--- src/rtl/uart_tx_fifo_param_pkg.sv ---
// Shared definitions for the FIFO-fed UART transmitter: FSM states, parity modes
// and the counter-width helper used to size the baud and bit counters.
package uart_tx_fifo_param_pkg;

   typedef enum logic [2:0] {
      ST_IDLE   = 3'd0,
      ST_START  = 3'd1,
      ST_DATA   = 3'd2,
      ST_PARITY = 3'd3,
      ST_STOP   = 3'd4
   } tx_state_e;

   localparam int PARITY_NONE = 0;
   localparam int PARITY_ODD  = 1;
   localparam int PARITY_EVEN = 2;

   // Width of a counter that must hold 0..n-1; never narrower than one bit.
   function automatic int cnt_w(input int n);
      return (n < 2) ? 1 : $clog2(n);
   endfunction

endpackage

--- src/rtl/uart_tx_fifo_param_if.sv ---
// Producer-side bus of the UART transmitter: write strobe/data in, FIFO status
// and serial line out. The master drives writes, the slave is the transmitter.
interface uart_tx_fifo_param_if #(
   parameter int DATA_BITS  = 8,
   parameter int FIFO_DEPTH = 16
);
   localparam int CNT_W = $clog2(FIFO_DEPTH) + 1;

   logic                 i_Tx_DV;
   logic [DATA_BITS-1:0] i_Tx_Byte;
   logic                 o_Ready;
   logic                 o_Overflow;
   logic [CNT_W-1:0]     o_Fifo_Count;
   logic                 o_Tx_Active;
   logic                 o_Tx_Done;
   logic                 o_Tx_Serial;

   modport master (
      output i_Tx_DV, i_Tx_Byte,
      input  o_Ready, o_Overflow, o_Fifo_Count, o_Tx_Active, o_Tx_Done, o_Tx_Serial
   );

   modport slave (
      input  i_Tx_DV, i_Tx_Byte,
      output o_Ready, o_Overflow, o_Fifo_Count, o_Tx_Active, o_Tx_Done, o_Tx_Serial
   );
endinterface

--- src/rtl/uart_tx_fifo_param_sync_fifo.sv ---
// Show-ahead synchronous FIFO: registered count/ready, overflow pulse one cycle
// after a dropped write; full is judged on the registered count, before any pop.
module sync_fifo #(
   parameter int WIDTH = 8,
   parameter int DEPTH = 16
) (
   input  logic                       clk_i,
   input  logic                       rst_i,
   input  logic                       push_i,
   input  logic [WIDTH-1:0]           wdata_i,
   input  logic                       pop_i,
   output logic [WIDTH-1:0]           rdata_o,
   output logic [$clog2(DEPTH):0]     count_o,
   output logic                       empty_o,
   output logic                       ready_o,
   output logic                       overflow_o
);
   localparam int PTR_W = $clog2(DEPTH);
   localparam int CNT_W = PTR_W + 1;

   logic [WIDTH-1:0] mem_q [DEPTH];
   logic [PTR_W-1:0] wr_q, rd_q;
   logic [CNT_W-1:0] count_q, count_d;
   logic             ready_q, ovf_q;
   logic             full, do_push, do_pop;

   assign full    = (count_q == CNT_W'(DEPTH));
   assign do_push = push_i && !full;
   assign do_pop  = pop_i && !empty_o;
   assign count_d = count_q + CNT_W'(do_push) - CNT_W'(do_pop);

   always_ff @(posedge clk_i) begin
      if (rst_i) begin
         wr_q    <= '0;
         rd_q    <= '0;
         count_q <= '0;
         ready_q <= 1'b1;
         ovf_q   <= 1'b0;
      end else begin
         if (do_push) wr_q <= wr_q + PTR_W'(1);
         if (do_pop)  rd_q <= rd_q + PTR_W'(1);
         count_q <= count_d;
         ready_q <= (count_d != CNT_W'(DEPTH));
         ovf_q   <= push_i && full;
      end
   end

   always_ff @(posedge clk_i) begin
      if (do_push) mem_q[wr_q] <= wdata_i;
   end

   assign rdata_o    = mem_q[rd_q];
   assign count_o    = count_q;
   assign empty_o    = (count_q == '0);
   assign ready_o    = ready_q;
   assign overflow_o = ovf_q;

endmodule

--- src/rtl/uart_tx_fifo_param.sv ---
// UART transmitter fed by a FIFO: push at N into an empty FIFO drives START from N+2;
// frames run back to back while words remain, writes while full are dropped.
module uart_tx_fifo_param
   import uart_tx_fifo_param_pkg::*;
#(
   parameter int CLKS_PER_BIT = 434,
   parameter int DATA_BITS    = 8,
   parameter int PARITY       = 0,
   parameter int STOP_BITS    = 1,
   parameter int FIFO_DEPTH   = 16
) (
   input  logic                 clk_50,
   input  logic                 rst,
   uart_tx_fifo_param_if.slave  bus
);
   localparam int BAUD_W = cnt_w(CLKS_PER_BIT);
   localparam int BIT_W  = cnt_w(DATA_BITS);
   localparam int CNT_W  = $clog2(FIFO_DEPTH) + 1;
   localparam logic PAR_INIT = (PARITY == PARITY_ODD);

   tx_state_e            state_q, state_d;
   logic [BAUD_W-1:0]    baud_q, baud_d;
   logic [BIT_W-1:0]     bit_q, bit_d;
   logic [DATA_BITS-1:0] shift_q, shift_d;
   logic                 par_q, par_d;
   logic                 pop, fifo_empty, fifo_ready, fifo_ovf;
   logic [DATA_BITS-1:0] fifo_rdata;
   logic [CNT_W-1:0]     fifo_count;
   logic                 baud_end, last_data, last_stop;
   logic                 tx_serial, tx_active, tx_done;

   sync_fifo #(.WIDTH(DATA_BITS), .DEPTH(FIFO_DEPTH)) u_fifo (
      .clk_i      (clk_50),
      .rst_i      (rst),
      .push_i     (bus.i_Tx_DV),
      .wdata_i    (bus.i_Tx_Byte),
      .pop_i      (pop),
      .rdata_o    (fifo_rdata),
      .count_o    (fifo_count),
      .empty_o    (fifo_empty),
      .ready_o    (fifo_ready),
      .overflow_o (fifo_ovf)
   );

   assign baud_end  = (baud_q == BAUD_W'(CLKS_PER_BIT - 1));
   assign last_data = (bit_q == BIT_W'(DATA_BITS - 1));
   assign last_stop = baud_end && (bit_q == BIT_W'(STOP_BITS - 1));

   always_ff @(posedge clk_50) begin
      if (rst) begin
         state_q <= ST_IDLE;
         baud_q  <= '0;
         bit_q   <= '0;
         shift_q <= '0;
         par_q   <= 1'b0;
      end else begin
         state_q <= state_d;
         baud_q  <= baud_d;
         bit_q   <= bit_d;
         shift_q <= shift_d;
         par_q   <= par_d;
      end
   end

   always_comb begin
      state_d = state_q;
      baud_d  = baud_end ? '0 : baud_q + BAUD_W'(1);
      bit_d   = bit_q;
      shift_d = shift_q;
      par_d   = par_q;
      pop     = 1'b0;
      unique case (state_q)
         ST_IDLE: begin
            baud_d = '0;
            if (!fifo_empty) begin
               pop     = 1'b1;
               state_d = ST_START;
               shift_d = fifo_rdata;
               par_d   = PAR_INIT;
               bit_d   = '0;
            end
         end
         ST_START: if (baud_end) state_d = ST_DATA;
         ST_DATA: if (baud_end) begin
            // Parity accumulates each bit as it leaves the shifter.
            shift_d = shift_q >> 1;
            par_d   = par_q ^ shift_q[0];
            bit_d   = bit_q + BIT_W'(1);
            if (last_data) begin
               bit_d   = '0;
               state_d = (PARITY != PARITY_NONE) ? ST_PARITY : ST_STOP;
            end
         end
         ST_PARITY: if (baud_end) state_d = ST_STOP;
         ST_STOP: if (baud_end) begin
            bit_d = bit_q + BIT_W'(1);
            if (last_stop) begin
               bit_d   = '0;
               state_d = ST_IDLE;
               if (!fifo_empty) begin
                  pop     = 1'b1;
                  state_d = ST_START;
                  shift_d = fifo_rdata;
                  par_d   = PAR_INIT;
               end
            end
         end
         default: state_d = ST_IDLE;
      endcase
   end

   always_comb begin
      tx_serial = 1'b1;
      tx_active = 1'b1;
      tx_done   = 1'b0;
      unique case (state_q)
         ST_IDLE:   tx_active = 1'b0;
         ST_START:  tx_serial = 1'b0;
         ST_DATA:   tx_serial = shift_q[0];
         ST_PARITY: tx_serial = par_q;
         ST_STOP:   tx_done   = last_stop;
         default:   tx_active = 1'b0;
      endcase
   end

   assign bus.o_Tx_Serial  = tx_serial;
   assign bus.o_Tx_Active  = tx_active;
   assign bus.o_Tx_Done    = tx_done;
   assign bus.o_Ready      = fifo_ready;
   assign bus.o_Overflow   = fifo_ovf;
   assign bus.o_Fifo_Count = fifo_count;

endmodule

--- src/flat_wrapper.sv ---
// flat-port wrapper written by rule: the top's interface ports become plain ports
module uart_tx_fifo_param_flat import uart_tx_fifo_param_pkg::*;
#(
   parameter int CLKS_PER_BIT = 434,
   parameter int DATA_BITS    = 8,
   parameter int PARITY       = 0,
   parameter int STOP_BITS    = 1,
   parameter int FIFO_DEPTH   = 16
)
  (clk_50, rst, bus_i_Tx_DV, bus_i_Tx_Byte, bus_o_Ready, bus_o_Overflow, bus_o_Fifo_Count, bus_o_Tx_Active, bus_o_Tx_Done, bus_o_Tx_Serial);
  uart_tx_fifo_param_if #(.DATA_BITS(DATA_BITS), .FIFO_DEPTH(FIFO_DEPTH)) bus_i ();
  input  logic clk_50;
  input  logic rst;
  input wire logic [$bits(bus_i.i_Tx_DV)-1:0] bus_i_Tx_DV;
  input wire logic [$bits(bus_i.i_Tx_Byte)-1:0] bus_i_Tx_Byte;
  output wire logic [$bits(bus_i.o_Ready)-1:0] bus_o_Ready;
  output wire logic [$bits(bus_i.o_Overflow)-1:0] bus_o_Overflow;
  output wire logic [$bits(bus_i.o_Fifo_Count)-1:0] bus_o_Fifo_Count;
  output wire logic [$bits(bus_i.o_Tx_Active)-1:0] bus_o_Tx_Active;
  output wire logic [$bits(bus_i.o_Tx_Done)-1:0] bus_o_Tx_Done;
  output wire logic [$bits(bus_i.o_Tx_Serial)-1:0] bus_o_Tx_Serial;
  assign bus_i.i_Tx_DV = bus_i_Tx_DV;
  assign bus_i.i_Tx_Byte = bus_i_Tx_Byte;
  assign bus_o_Ready = bus_i.o_Ready;
  assign bus_o_Overflow = bus_i.o_Overflow;
  assign bus_o_Fifo_Count = bus_i.o_Fifo_Count;
  assign bus_o_Tx_Active = bus_i.o_Tx_Active;
  assign bus_o_Tx_Done = bus_i.o_Tx_Done;
  assign bus_o_Tx_Serial = bus_i.o_Tx_Serial;
  uart_tx_fifo_param #(.CLKS_PER_BIT(CLKS_PER_BIT), .DATA_BITS(DATA_BITS), .PARITY(PARITY), .STOP_BITS(STOP_BITS), .FIFO_DEPTH(FIFO_DEPTH)) u_core (.clk_50(clk_50), .rst(rst), .bus(bus_i));
endmodule
--- config.mk ---
export PLATFORM = sky130hd
export DESIGN_NAME = uart_tx_fifo_param_flat
export DESIGN_NICKNAME = d
export VERILOG_FILES = /design/src/rtl/uart_tx_fifo_param_pkg.sv /design/src/rtl/uart_tx_fifo_param_if.sv /design/src/rtl/uart_tx_fifo_param_sync_fifo.sv /design/src/rtl/uart_tx_fifo_param.sv /design/src/flat_wrapper.sv
export SDC_FILE = /design/constraint.sdc
export NUM_CORES = 1
export LEC_CHECK = 0
export ABC_AREA = 1
export ABC_CLOCK_PERIOD_IN_PS = 3800
export CAP_MARGIN = 20
export CORE_UTILIZATION = 33
export DETAILED_ROUTE_END_ITERATION = 6
export PLACE_DENSITY_LB_ADDON = 0.2
export SLEW_MARGIN = 20
export SYNTH_ARGS = -nofsm -noshare
export SYNTH_HDL_FRONTEND = slang
export SYNTH_SLANG_ARGS = --single-unit
--- constraint.sdc ---
create_clock -name clk_50 -period 3.8 [get_ports clk_50]
set_clock_uncertainty 0.1 [all_clocks]
set_input_delay 1.14 -clock clk_50 [delete_from_list [all_inputs] [get_ports clk_50]]
set_output_delay 1.14 -clock clk_50 [all_outputs]
set_load 0.03 [all_outputs]
=== Word-level counts from Yosys, hierarchy flattened ===
Memory sizes are Yosys's and may differ from the RTL's. A register that Yosys moved wholly into a read port is not among the register bits.
Index checks and enable logic that the tools add are counted.

* $lt $le $gt $ge: 0
* Reductions and logical operators: 15
* Shifts and indexed selects: 0
* $mul: 0
* Add/subtract/negate cells: 6
* Equal/unequal tests: 15
* Bitwise operators: 1
* Muxes and demuxes: 36
* Divide/modulo/power cells: 0

{| class="wikitable"
|+ Operators with widths
! operator !! count
|-
| two-way mux 3 bit || 12
|-
| two-way mux 8 bit || 4
|-
| one-hot mux 8 bit (3 select lines) || 1
|-
| one-hot mux 3 bit (5 select lines) || 1
|-
| two-way mux 1 bit || 12
|-
| inequality test 2 x 1 -> 1 bit (second input constant) || 6
|-
| adder 9 x 1 -> 9 bit (second input constant) || 1
|-
| == test 9 bit (second input constant) || 1
|-
| one-hot mux 3 bit (3 select lines) || 1
|-
| adder 4 x 1 -> 4 bit (second input constant) || 2
|-
| two-way mux 4 bit || 2
|-
| AND reduction 4 bit || 2
|-
| AND reduction 7 bit || 1
|-
| == test 3 x 2 -> 1 bit (second input constant) || 2
|-
| == test 3 bit (second input constant) || 2
|-
| zero test 3 bit || 2
|-
| one-hot mux 1 bit (3 select lines) || 2
|-
| adder 5 x 1 -> 5 bit || 1
|-
| == test 5 bit (second input constant) || 1
|-
| zero test 5 bit || 1
|-
| inequality test 5 bit (second input constant) || 1
|-
| subtractor 5 x 1 -> 5 bit || 1
|-
| logical AND 1 bit || 4
|-
| OR reduction 4 bit || 1
|-
| other kinds (8) || 9
|}

* Logic and storage cells: 84
* Output and inout bits: 10
* RAM bits: 128
* Flip-flop bits (word level): 39
* Memories: 1
* Latch bits: 0
* Memory bits (read-only): 0

{| class="wikitable"
|+ Memory list
! memory !! depth !! width !! rd ports !! clocked after Yosys merged registers in !! wr ports !! line !! RTL
|-
| u_core.u_fifo.mem_q || 16 || 8 || 1 || 1 || 1 || uart_tx_fifo_param_sync_fifo.sv:21 || <nowiki>logic [WIDTH-1:0] mem_q [DEPTH];</nowiki>
|}

=== Depth between registers and ports, before layout ===
Gate-level depths: netlist of run 1.

* Depth in word-level cells: 8
* Depth in mapped cells: 16
* Depth with buffers taken out: 16

=== Hierarchy ===
A second synthesis of run 1 with hierarchy kept.

* Cells, all modules: 866
* Area, all modules: 7890.1 um2

{| class="wikitable"
|+ Modules (own cells, without submodules)
! module !! cells an instance !! seq. area each (um2) !! instances !! area an instance (um2)
|-
| sync_fifo || 656 || 4224.1 || 1 || 6493.7
|-
| uart_tx_fifo_param || 210 || 480.5 || 1 || 1396.3
|}

=== Worst setup path after synthesis of run 1 ===
No wires, ideal clock.

* Path type: register to output
* Start point: register u_core.baud_q[0]
* End point: output bus_o_Tx_Done
* Buffers on the path: 0
* Cell stages (with the launch flop): 6
* Setup slack: 1.017 ns
* Data required time: 2.560 ns
* Arrival: 1.543 ns
* Path through: dfxtp_1 -> ha_1 -> nand2_1 -> nor2_1 -> nand3_2 -> nor3_1

* Word-level cells in the longest chain between the ends: 3

{| class="wikitable"
|+ Ends and longest elaborated chain
! element !! line !! RTL
|-
| from (decl) || uart_tx_fifo_param.sv:22 || <nowiki>logic [BAUD_W-1:0] baud_q, baud_d;</nowiki>
|-
| from (signal assigned) || uart_tx_fifo_param.sv:58 || <nowiki>baud_q <= baud_d;</nowiki>
|-
| == test 9 bit || uart_tx_fifo_param.sv:45 || <nowiki>assign baud_end = (baud_q == BAUD_W'(CLKS_PER_BIT - 1));</nowiki>
|-
| logical AND 1 bit || uart_tx_fifo_param.sv:47 || <nowiki>assign last_stop = baud_end && (bit_q == BIT_W'(STOP_BITS - 1));</nowiki>
|-
| two-way mux 1 bit || uart_tx_fifo_param.sv:116 || <nowiki>unique case (state_q)</nowiki>
|-
| to (decl) || flat_wrapper.sv:20 || <nowiki>output wire logic [$bits(bus_i.o_Tx_Done)-1:0] bus_o_Tx_Done;</nowiki>
|}

No other way between the ends.

=== Worst setup path after layout of run 1 ===
Same ends and word-level chain as after synthesis.

==> results_dict.tcl, run 1 <==
set metrics [dict create \
    power.share.combinational_pct 31.7 \
    p_per_area_mw_per_mm2 669 \
    area_growth_pct 14.8 \
    dp_slack_ns 0.385 \
    fmax_mhz 287 \
    fin_total_pwr_mw 5.79 \
    path_max_fanout 4 \
    r2r_setup_slack_ns 0.98 \
    avgViaCountPerCell 4.64 \
    post_cts_resized 0 \
    netlist_area_mm2 0.00754 \
    syn_nets 817 \
    fp.coreArea_mm2 0.0221 \
    port_buffers 20 \
    ir_drop_mv 0.343 \
    synth_mux_area_share_pct 0 \
    cts.sinks 171 \
    layout_common_cells "nand2_1, edfxtp_1, inv_1" \
    drt_pass1_iterations 5 \
    cts_root_buf "clkbuf_16" \
    grt_overflow_total 0 \
    path_class "flip-flop to output port" \
    initial_utilization_pct 34.1 \
    die_h_um 153 \
    cp_slowest_cell "clkdlybuf4s50_1" \
    vias 5154 \
    period_minus_slack_ns 3.49 \
    place.gp.congestion 0.797 \
    p_sw_mw 2.05 \
    holdBufCountCts 0 \
    netlist.top_cell.by_area "edfxtp_1" \
    dp_hpwl_um 10700 \
    seqPwrFrac_pct 39.5 \
    postSynthCellCount 789 \
    synthXorXnorAreaFrac_pct 0.581 \
    p_int_mw 3.74 \
    end_kind "output port" \
    cp-start-kind "flip-flop" \
    drive_above_1_share_pct 7.47 \
    rows 54 \
    cts_tree "done" \
    fin_setup_tns_ns 0 \
    grt_pass1_vias 5019 \
    clk_pin_slew_ns 0.06 \
    grt_pass1_wl_um 26700 \
    synth_top_area_share_pct 51.0 \
    maxCapViolations 0 \
    design.portCount 21 \
    status "completed" \
    timing_hold_violations_final 0 \
    grt_max_degree 68 \
    p_leak_nw 3.50 \
    drv_slew 0 \
    synth.area.top_cells "edfxtp_1, dfxtp_1, nand2_1" \
    yosysWarningCount 0 \
    htreeDepth 4 \
    grt_usage_pct 15.0 \
    pwr-share-clk_pct 28.8 \
    slew_headroom_pct 44.6 \
    final_nets 845 \
    finalCritPeriodShare_pct 91.8 \
    min_path_cells 2 \
    cp_data_required_time_ns 2.56 \
    antenna_found_initial 0 \
    synth_cell_types 37 \
    fp.dieW_um 153 \
    ys_ff_latch 171 \
    r2r_cells 14 \
    layout_commonest_cell "nand2_1" \
    cp.arrival_ns 2.25 \
    drtIter0Drc 289 \
    ant_nets 0 \
    worst_slew_pin_slew_ns 0.828 \
    synth_edf_count 128 \
    synth_top_family_by_area "simple AND/OR/NAND/NOR gates" \
    worstSkewPairLatency_ns 0.43 \
    ys.flop_type "edfxtp_1" \
    diodes 0 \
    wl_per_cell_um 15.1 \
    async_flop_share_pct 0 \
    die_area_mm2 0.0235 \
    totalWireLength_um 16700 \
    cp_slowest_stage_delay_ns 0.70 \
    crit_path_cell_trace "ha_1, nand2_1, nor2_1, nand3_2, nor3_1, clkdlybuf4s50_1" \
    hold_path_class "flip-flop to flip-flop" \
    route.detailed.drc 0 \
    synth_adder_area_share_pct 2.92 \
    synth-compound-area-share_pct 3.96 \
    cts_buffers 17 \
    rsz0062_at_grt "no" \
    p_sw_share_pct 35.5 \
    synthSimpleGateAreaFrac_pct 23.4 \
    nFillCells 2177 \
    cts_buffer_depth 2 \
    avgSynthCellArea_um2 9.56 \
    post-cts-setup-buffers 0 \
    finalSetupViolations 0 \
    seq_area_frac_synth_pct 62.4 \
    fin_ws_ns 0.310 \
]
power by group through the flow:
stage                     Combinational (mW)  Sequential, mW  Clock, mW
final                                   1.84            2.29       1.67
after global routing                    2.10            2.31       1.77
after CTS                               1.87            2.29       1.71
after detailed placement                1.86            2.33          0
after global placement                  1.86            2.32          0
after floorplan                         1.32            2.33          0
final timing paths:
path,from,endpoint
min reg2reg,u_core.shift_q[2],u_core.shift_q[2]
min,u_core.shift_q[2],u_core.shift_q[2]
max reg2reg,u_core.baud_q[0],u_core.u_fifo.count_o[4]
max,u_core.baud_q[0],bus_o_Tx_Done
synthesized netlist by cell type, types with 4 or more instances:
master / instances
a21oi_1: 23
buf_2: 11
clkbuf_1: 15
dfxtp_1: 43
edfxtp_1: 128
ha_1: 16
inv_1: 96
nand2_1: 227
nand3_1: 94
nand4_1: 4
nor2_1: 70
nor3_1: 5
o21ai_0: 17
worst max-delay path: cells and delay by family (launching register included):
kind / cells / cell delay, ns
buffers and inverters: 1 / 0.70
AND/OR/NAND/NOR: 4 / 0.59
flip-flops: 1 / 0.38
adder cells (fa/ha/maj): 1 / 0.16
metrics by stage:
step / std cells / hold WS, ns / cell area (um2) / util, %
global route: 1110 / 0.379 / 8660 / 39.2
detailed placement: 1078 / 0.359 / 8100 / 36.6
global placement: 1078 / 0.354 / 8100 / 36.6
CTS: 1110 / 0.370 / 8660 / 39.2
finish: 1110 / 0.370 / 8660 / 39.2
floorplan: 789 / 0.334 / 7540 / -
routing by layer:
layer | wire, um | GRT usage, % | up-vias | share of wire [%]
met5 | 0 | 0 | - | 0
met1 | 7900 | 19.3 | 2455 | 47
li1 | - | - | 2627 | -
met4 | 190 | 4.62 | 0 | 1.1
met3 | 418 | 3.18 | 13 | 2.5
met2 | 8240 | 25.4 | 59 | 49
state kept, by name, summed over array words and instances (netlist names), named ones only:
name	count
u_core.baud_q	9
u_core.bit_q	3
u_core.par_q	1
u_core.shift_q	8
u_core.state_q	3
u_core.u_fifo.count_o	5
u_core.u_fifo.mem_q	128
u_core.u_fifo.overflow_o	1
u_core.u_fifo.rd_q	4
u_core.u_fifo.ready_o	1
u_core.u_fifo.wr_q	4
kinds of logic after synthesis:
group                      count (synthesis)
and+or+nand+nor                          415
DFF                                      171
buffers and inverters                    129
AOI/OAI and AO/OA                         52
adders and majority gates                 17
xor gates and xnor gates                   5
final cells by class:
class / instances / area (um2) / share of cell area (%)
clock buffer: 20 / 437 / 5.04
inverter: 99 / 372 / 4.29
clock inverter: 12 / 124 / 1.43
multi-input combinational: 489 / 2330 / 26.9
sequential: 171 / 4710 / 54.4
timing repair buffer: 39 / 343 / 3.96
tap: 280 / 350 / 4.05
(Power assumes the default switching activity.)
==> run 2: changes to the inputs <==
SKIP_LAST_GASP = 1   (was default)
==> results of run 2 <==
Final layout, timing and power as in run 1 (identical DEF).
==> run 3: changes to the inputs <==
CORE_MARGIN = 3   (was default)
==> run 3 against run 2 <==
Clock-buffer cell count decreased by 3. Final cell count increased by 0.18%. Setup slack improved by 0.016 ns. Sequential share of layout area decreased by 0.39 points. Non-clock buffer count increased by 1. Largest power group unchanged. Critical endpoint unchanged. Cell area increased by 0.72%. Sequential power about the same.
==> results_dict.tcl, run 3 (synthesis gave the netlist of run 1 again) <==
set metrics [dict create \
    wl_met1_um 8130 \
    ant_nets 0 \
    p_sw_mw 2.12 \
    antenna_found_initial 0 \
    seqPwrFrac_pct 38.3 \
    initial_utilization_pct 34.0 \
    layout_common_cells "nand2_1, edfxtp_1, inv_1" \
    drive_above_1_share_pct 8.18 \
    placed_area_mm2 0.00810 \
    timing_hold_violations_final 0 \
    route.detailed.drc 0 \
    grt_usage_pct 14.3 \
    post-cts-setup-buffers 0 \
    cp-startpoint "u_core.baud_q[0]" \
    min_from "u_core.shift_q[2]" \
    cts_root_buf "clkbuf_16" \
    port_buffers 20 \
    ir_drop_mv 0.318 \
    design.portCount 21 \
    holdBufCountCts 0 \
    min_path_cells 2 \
    worst-path-stages 6 \
    grt_max_degree 68 \
    cts_buffers 17 \
    largest_reg_flops 128 \
    cp_data_required_time_ns 2.56 \
    drtIter0Drc 423 \
    fin_ws_ns 0.326 \
    pwr-share-clk_pct 30.2 \
    fmax_mhz 288 \
    area_growth_pct 15.6 \
    maxCapViolations 0 \
    cts_tree "done" \
    worst_slew_pin_slew_ns 0.783 \
    grt_pass1_wl_um 26900 \
    power.share.combinational_pct 31.5 \
    avgViaCountPerCell 4.60 \
    rsz0062_at_grt "no" \
    fp.dieW_um 157 \
    wl_met3_um 523 \
    drt_pass1_iterations 5 \
    end_kind "output port" \
    p_per_area_mw_per_mm2 681 \
    place.gp.congestion 0.842 \
    hold_slack_ns 0.366 \
    cp.arrival_ns 2.23 \
    cts.sinks 171 \
    slew_headroom_pct 47.8 \
    drv_slew 0 \
    vias 5114 \
    cp_slowest_cell "clkdlybuf4s50_1" \
    final_nets 846 \
    cts_buffer_depth 2 \
    period_minus_slack_ns 3.47 \
    finalSetupViolations 0 \
    crit_path_cell_trace "ha_1, nand2_1, nor2_1, nand3_2, nor3_1, clkdlybuf4s50_1" \
    die_h_um 157 \
    p_int_mw 3.82 \
    die_area_mm2 0.0247 \
    path_buf_inv 1 \
    design_area_mm2 0.00872 \
    totalWireLength_um 16800 \
    top_register "u_core.u_fifo.mem_q" \
    highest_layer "met4" \
    top_regs "u_core.u_fifo.mem_q: 128 flops, u_core.baud_q: 9 flops, u_core.shift_q: 8 flops" \
    clk_pin_slew_ns 0.07 \
    r2r_start "u_core.baud_q[0]" \
    post_cts_resized 0 \
    wl_per_cell_um 15.1 \
    worstSkewPairLatency_ns 0.43 \
    path_class "flip-flop to output port" \
    fin_setup_tns_ns 0 \
    cp-start-kind "flip-flop" \
    finalCritPeriodShare_pct 91.4 \
    p_sw_share_pct 35.7 \
    r2r_cells 14 \
    path_max_fanout 4 \
    p_leak_nw 3.53 \
    critical-path-top-delay-family "buffers and inverters" \
    grt_overflow_total 0 \
    grt_pass1_vias 4866 \
    htreeDepth 4 \
    met2_length_um 7840 \
    fp.coreArea_mm2 0.0222 \
    rows 54 \
    layout_commonest_cell "nand2_1" \
    cp_slowest_stage_delay_ns 0.69 \
    dp_slack_ns 0.375 \
    dp_hpwl_um 10600 \
    status "completed" \
    hold_path_class "flip-flop to flip-flop" \
]
-- run 3: cell types whose count changed in the layout (fill, tap and decap cells not counted), sizes merged --
cell / delta
inv: +3
bufinv: +1
clkbuf: -3
clkinv: -1
diode: +1
buf: +1
-- run 3: area by class of cell --
cell class                 count  area (um2)
multi-input combinational    489        2330
inverter                      99         372
antenna                        1        2.50
clock buffer                  17         425
sequential                   171        4710
timing repair buffer          40         350
fill                        2210       13400
clock inverter                15         188
tap                          280         350
-- run 3: metal layers --
metal	vias to the layer above	track usage, %
li1	2636	-
met1	2382	19.7
met2	77	22.6
met3	19	2.75
met4	0	5.04
met5	-	0
-- run 3: path summary, 6_finish.rpt --
check / end / slack (ns)
worst max-delay path: bus_o_Tx_Done / 0.33
worst min-delay path: u_core.shift_q[2] / 0.37
worst max register to register: u_core.u_fifo.ready_o / 0.96
worst min register to register: u_core.shift_q[2] / 0.37
-- run 3: through the flow --
stage               utilization (%)  cells  power [mW]
CTS                            39.3   1111        6.00
floorplan                         -    789        3.65
global route                   39.3   1111        6.34
detailed placement             36.6   1079        4.20
global placement               36.6   1079        4.19
finish                         39.3   1112        5.94
-- run 3: power groups by stage --
stage	clock [mW]	sequential (mW)	combinational (mW)
after floorplan	0	2.33	1.32
after global placement	0	2.31	1.88
after detailed placement	0	2.31	1.89
after CTS	1.83	2.27	1.89
after global routing	1.92	2.30	2.12
final	1.80	2.27	1.87
-- run 3: worst min-delay path, cell delays in order (launching register included) --
cell and delay [ns]:
dfxtp_1 0.31, nand2_1 0.06, a21oi_1 0.05
